### config.mk
export PLATFORM = sky130hd
export DESIGN_NAME = i2s_playback_buffer
export DESIGN_NICKNAME = d
export VERILOG_FILES = /design/src/rtl/i2s_playback_buffer_pkg.sv /design/src/rtl/i2s_sample_ram.sv /design/src/rtl/i2s_playback_buffer.sv
export SDC_FILE = /design/constraint.sdc
export NUM_CORES = 1
export LEC_CHECK = 0
export ABC_AREA = 1
export BUFFER_PORTS_ARGS = -buffer_cell sky130_fd_sc_hd__buf_4
export CAP_MARGIN = 25
export CELL_PAD_IN_SITES_DETAIL_PLACEMENT = 2
export CELL_PAD_IN_SITES_GLOBAL_PLACEMENT = 2
export CORE_MARGIN = 3
export CORE_UTILIZATION = 46
export CTS_CLUSTER_DIAMETER = 150
export DETAILED_ROUTE_END_ITERATION = 6
export HOLD_SLACK_MARGIN = 0.12
export PLACE_DENSITY_LB_ADDON = 0.1
export SETUP_SLACK_MARGIN = 0.5
export SYNTH_ARGS = -nofsm -noshare
export SYNTH_HDL_FRONTEND = slang
export SYNTH_SLANG_ARGS = --single-unit
### constraint.sdc
create_clock -name clk -period 3.6 [get_ports clk]
set_clock_uncertainty 0.1 [all_clocks]
set_input_delay 0.72 -clock clk [delete_from_list [all_inputs] [get_ports clk]]
set_output_delay 0.72 -clock clk [all_outputs]
set_load 0.02 [all_outputs]
### src/rtl/i2s_playback_buffer_pkg.sv
// Shared audio types: stereo sample widths and the {right, left} sample layout.
// Latency: n/a (types only).
// Backpressure: n/a.
package i2s_playback_buffer_pkg;

    localparam int SAMPLE_W = 64;
    localparam int CHAN_W   = 32;

    typedef struct packed {
        logic [CHAN_W-1:0] right;
        logic [CHAN_W-1:0] left;
    } stereo_t;

endpackage

### src/rtl/i2s_sample_ram.sv
// Simple dual-port DEPTH x 64 sample store, registered read address (M10K style).
// Latency: read data one cycle after raddr; a same-edge write to raddr is bypassed.
// Backpressure: none; the caller guarantees write/read address legality.
module i2s_sample_ram
    import i2s_playback_buffer_pkg::*;
#(
    parameter int DEPTH = 16,
    parameter int AW    = $clog2(DEPTH)
) (
    input  logic                clk,
    input  logic                we,
    input  logic [AW-1:0]       waddr,
    input  logic [SAMPLE_W-1:0] wdata,
    input  logic [AW-1:0]       raddr,
    output logic [SAMPLE_W-1:0] rdata
);

    logic [SAMPLE_W-1:0] mem [DEPTH];
    logic [AW-1:0]       raddr_q;
    logic                byp_vld;
    logic [SAMPLE_W-1:0] byp_dat;

    // The block RAM returns old data on read-during-write, so a write landing on
    // the address being latched for read is forwarded from a side register.
    always_ff @(posedge clk) begin
        if (we) begin
            mem[waddr] <= wdata;
        end
        raddr_q <= raddr;
        byp_vld <= we && (waddr == raddr);
        byp_dat <= wdata;
    end

    assign rdata = byp_vld ? byp_dat : mem[raddr_q];

endmodule

### src/rtl/i2s_playback_buffer.sv
// Show-ahead stereo sample FIFO feeding the I2S serializer, with sticky underrun/overflow.
// Latency: a write is visible on fifo_ready the next cycle; head data is valid with fifo_ready.
// Backpressure: writes at full are dropped (overflow); pops only when fifo_ready.
module i2s_playback_buffer
    import i2s_playback_buffer_pkg::*;
#(
    parameter int DEPTH = 16,
    parameter int LVL_W = $clog2(DEPTH) + 1
) (
    input  logic                clk,
    input  logic                reset_n,
    input  logic                enable,
    input  logic [SAMPLE_W-1:0] wr_data,
    input  logic                wr_en,
    output logic                full,
    output logic [CHAN_W-1:0]   fifo_right_data,
    output logic [CHAN_W-1:0]   fifo_left_data,
    output logic                fifo_ready,
    input  logic                fifo_ack,
    output logic [LVL_W-1:0]    level,
    output logic                underrun,
    output logic                overflow,
    input  logic                flag_clr
);

    localparam int AW = $clog2(DEPTH);
    localparam int PW = AW + 1;

    if (((DEPTH & (DEPTH - 1)) != 0) || (DEPTH < 4) || (DEPTH > 256)) begin : g_bad_depth
        $error("i2s_playback_buffer: DEPTH must be a power of two in 4..256");
    end

    logic [1:0]       rst_sync;
    logic             rst_n;

    logic [PW-1:0]    wr_ptr;
    logic [PW-1:0]    rd_ptr;
    logic [PW-1:0]    wr_nxt;
    logic [PW-1:0]    rd_nxt;
    logic [LVL_W-1:0] level_q;
    logic             full_q;
    logic             en_q;
    logic             primed_q;
    logic             underrun_q;
    logic             overflow_q;

    logic             flush;
    logic             pop;
    logic             wr_acc;
    logic             full_nxt;
    logic             und_set;
    logic             ovf_set;
    logic [SAMPLE_W-1:0] rd_dat;
    stereo_t          head;

    // Reset asserts immediately and releases two edges later, in step with clk.
    always_ff @(posedge clk or negedge reset_n) begin
        if (!reset_n) begin
            rst_sync <= 2'b00;
        end else begin
            rst_sync <= {rst_sync[0], 1'b1};
        end
    end

    assign rst_n = rst_sync[1];

    always_comb begin
        flush    = en_q && !enable;
        pop      = fifo_ack && fifo_ready;
        wr_acc   = wr_en && !full_q && !flush;
        ovf_set  = wr_en && full_q;
        und_set  = enable && primed_q && (level_q == '0);
        wr_nxt   = flush ? '0 : wr_ptr + PW'(wr_acc);
        rd_nxt   = flush ? '0 : rd_ptr + PW'(pop);
        // Equal slot index with differing wrap bit means every slot is in use.
        full_nxt = (wr_nxt[AW] != rd_nxt[AW]) && (wr_nxt[AW-1:0] == rd_nxt[AW-1:0]);
    end

    always_ff @(posedge clk or negedge rst_n) begin
        if (!rst_n) begin
            wr_ptr     <= '0;
            rd_ptr     <= '0;
            level_q    <= '0;
            full_q     <= 1'b0;
            en_q       <= 1'b0;
            primed_q   <= 1'b0;
            underrun_q <= 1'b0;
            overflow_q <= 1'b0;
        end else begin
            wr_ptr     <= wr_nxt;
            rd_ptr     <= rd_nxt;
            level_q    <= LVL_W'(wr_nxt - rd_nxt);
            full_q     <= full_nxt;
            en_q       <= enable;
            primed_q   <= flush ? 1'b0 : (primed_q || (enable && (level_q != '0)));
            underrun_q <= und_set || (underrun_q && !flag_clr);
            overflow_q <= ovf_set || (overflow_q && !flag_clr);
        end
    end

    // The RAM latches the post-update read pointer so the new head is on its
    // output in the same cycle the registered level reports it.
    i2s_sample_ram #(
        .DEPTH (DEPTH),
        .AW    (AW)
    ) u_ram (
        .clk   (clk),
        .we    (wr_acc),
        .waddr (wr_ptr[AW-1:0]),
        .wdata (wr_data),
        .raddr (rd_nxt[AW-1:0]),
        .rdata (rd_dat)
    );

    assign head            = rd_dat;
    assign fifo_right_data = head.right;
    assign fifo_left_data  = head.left;
    assign fifo_ready      = enable && (level_q != '0);
    assign full            = full_q;
    assign level           = level_q;
    assign underrun        = underrun_q;
    assign overflow        = overflow_q;

endmodule

==> flow_metrics.py <==
metrics = {
    "drt": {
        "wl_per_cell_um": 39.7,
        "ant_nets": 0,
        "drc": 0,
        "drt_wl_total_um": 214000,
        "first_pass_iters": 6,
        "first_iter_violations": 5029,
        "viasPerCell": 6.66,
        "vias": 35915,
    },
    "final_layout": {
        "areaGrowthSynthToFinish_pct": 21.8,
        "final_common_cell": "nand2_1",
        "finalNonFillerCells": 5395,
        "post-route-util_pct": 56.8,
        "final_cell_mix": "1476 x nand2_1, 1024 x edfxtp_1, 691 x nand3_1",
        "layout-drive-gt1-share_pct": 17.1,
        "fillers": 8773,
        "fin_nets": 4102,
    },
    "pwr": {
        "p_leak_nw": 20.5,
        "power.density_nw_per_um2": 910,
        "ir_drop_v": 0.000559,
    },
    "logic_synthesis": {
        "synthArstFlopShare_pct": 1.97,
        "ys_warn_count": 0,
        "synth_nets": 3856,
        "ys.flop_type": "edfxtp_1",
        "ys_seq_elements": 1115,
        "netlist_instances": 3777,
        "yosys.cell_types.count": 26,
        "synth-edff-count": 1024,
        "yosysSeqAreaShare_pct": 73.6,
        "syn-cell-area_um2": 44400,
        "avgSynthCellArea_um2": 11.8,
    },
    "cts": {
        "clk_pin_slew_ns": 0.08,
        "insertion_delay_ns": 0.73,
        "cts_buffers": 119,
        "tritoncts": "yes",
        "clock_sinks": 1115,
        "cts.htree.levels": 3,
        "cts-root-buf": "clkbuf_16",
        "cts_buffer_depth": 3,
    },
    "floorplan": {
        "dieWidth_um": 317,
        "start_util_pct": 46.6,
        "dieArea_um2": 100000,
        "dieHeight_um": 317,
        "core_area_um2": 95300,
        "ios": 143,
        "rows": 113,
    },
    "timing": {
        "setup_slack_ns": -0.155,
        "fin_setup_tns_ns": -1.19,
        "setup_viol": 21,
        "tightestPinTransition_ns": 0.885,
        "finalCriticalPeriod_ns": 3.76,
        "relSlewSlack_pct": 41.0,
        "rsz0062_at_grt": "yes",
        "min_period_over_period_pct": 104,
        "whs_ns": 0.127,
        "hold_viol": 0,
        "final_max_slew_viol_count": 0,
        "max_freq_mhz": 266,
    },
    "place": {
        "place_inst": 5055,
        "hpwl_um": 83700,
        "io_buffers": 142,
        "gp_congestion": 0.763,
    },
    "job": {
        "maxCapViolations": 0,
    },
    "hold_path": {
        "hold_path.class": "in -> reg",
    },
    "grt": {
        "grt_max_degree": 73,
        "grt.overflow.total": 0,
        "grt_usage_pct": 39.0,
        "grt_pass1_wl_um": 281000,
        "grt_pass1_vias": 38605,
        "antenna_found_initial": 2,
    },
    "worst_setup_path": {
        "worst_path_max_delay_cell": "dfxtp_4",
        "start_kind": "register",
        "criticalPathCategory": "reg -> out",
        "cpMostUsedCell": "nand2_1",
        "crit_fanout": 12,
        "crit_arrival_ns": 2.94,
        "worstPathCellList": "buf_12, clkinv_16, bufbuf_16, nand2_1, nand3_1, nand3_2, nand2_1, nand2_1, nand2_1, nand2_1, nand2_2, buf_4",
        "end_kind": "output port",
        "critical_path_required_ns": 2.78,
        "cpPeakStageDelay_ns": 0.40,
    },
    "status": {
        "violations": "negative setup slack",
        "status": "finished, violations left",
    },
}
-- registers in the layout (all words and copies together), names as in the netlist, named ones only --
signal,flops
u_ram.mem,1024
u_ram.byp_dat,64
level,5
rd_ptr,5
wr_ptr,5
rst_sync,2
en_q,1
full,1
overflow,1
primed_q,1
u_ram.byp_vld,1
underrun,1
-- report_power, final --
part | switching [mW] | internal [mW] | total (mW)
logic | 14.4 | 6.67 | 21.0
registers | 0.344 | 14.8 | 15.1
clock network | 6.15 | 6.97 | 13.1
total | 20.9 | 28.4 | 49.3
-- worst max-delay path: cells and delay by family, from the launching register on --
kind	cells	cell delay, ns
simple gates	8	0.95
buf+inv	4	0.82
flops	1	0.40
-- cell families (layout without fill, tap and decap cells) --
group | after synthesis | count (layout) | synth area share [%]
compound gates | 11 | 11 | 0.138
xor+xnor | 5 | 5 | 0.0986
flops | 1115 | 1115 | 73.6
simple gates | 2374 | 2374 | 22.3
fa+ha+maj | 9 | 9 | 0.270
other cells | 1 | 3 | 0.00844
buf+inv | 262 | 613 | 3.61
-- worst paths after layout --
path | startpoint | end | slack [ns] | cells past startpoint
worst max-delay path | register | fifo_left_data[8] | -0.16 | 12
worst min-delay path | wr_data[62] | u_ram.byp_dat[62] | 0.13 | 1
worst max register to register | level[3] | level[3] | 0.29 | 13
worst min register to register | rst_sync[1] | rd_ptr[2] | 0.25 | 0
max in group asynchronous | rst_sync[1] | wr_ptr[0] | 2.58 | 0
min in group asynchronous | reset_n | rst_sync[0] | 0.22 | 2
-- final cells by class --
cell class	instances	area [µm²]	area share (%)
Sequential cell	1115	32700	60.4
Timing Repair Buffer	341	4730	8.74
Tap cell	1265	1580	2.93
Clock buffer	162	3210	5.93
Multi-Input combinational cell	2400	11000	20.3
Inverter	37	190	0.351
Clock inverter	64	577	1.07
Antenna cell	2	5.00	0.00925
Timing Repair inverter	9	153	0.282
-- cell usage after synthesis, types with 3 or more instances --
cell | number | area [µm²]
inv_1 | 33 | 124
nand2_1 | 1564 | 5870
inv_2 | 3 | 11.3
nand3_1 | 781 | 3910
buf_6 | 46 | 518
buf_2 | 111 | 556
dfrtp_1 | 22 | 551
a21oi_1 | 4 | 20.0
edfxtp_1 | 1024 | 30700
buf_1 | 11 | 41.3
dfxtp_1 | 69 | 1380
nor3_1 | 4 | 20.0
nor2_1 | 24 | 90.1
buf_4 | 32 | 240
xor2_1 | 4 | 35.0
o21ai_0 | 5 | 25.0
ha_1 | 8 | 100
clkbuf_1 | 24 | 90.1
-- per-layer routing --
layer  part of all wire [%]  global-route usage, %
met1                     35                   46.7
met2                     49                   66.9
met3                    8.5                   6.56
met4                    7.3                   21.9
met5                      0                      0
-- metrics by stage --
step	total power, mW	instance area [µm²]	setup slack [ns]
after floorplan	24.1	44500	-0.0189
after global placement	28.5	47200	0.629
after detailed placement	29.5	47200	0.490
after CTS	45.6	53000	0.150
after global routing	50.3	54100	-0.154
final	49.3	54100	-0.155
-- what timing repair did --
action | in CTS | in global routing
resized for setup | 124 | 191
pin swaps | 14 | 39
cloned | 39 | 15
hold buffers | 16 | 0
buffers inserted | 36 | 6
hold endpoints to repair | 17 | 0
setup endpoints to repair | 64 | 81
Note: power is estimated with default switching activity, not from simulation.
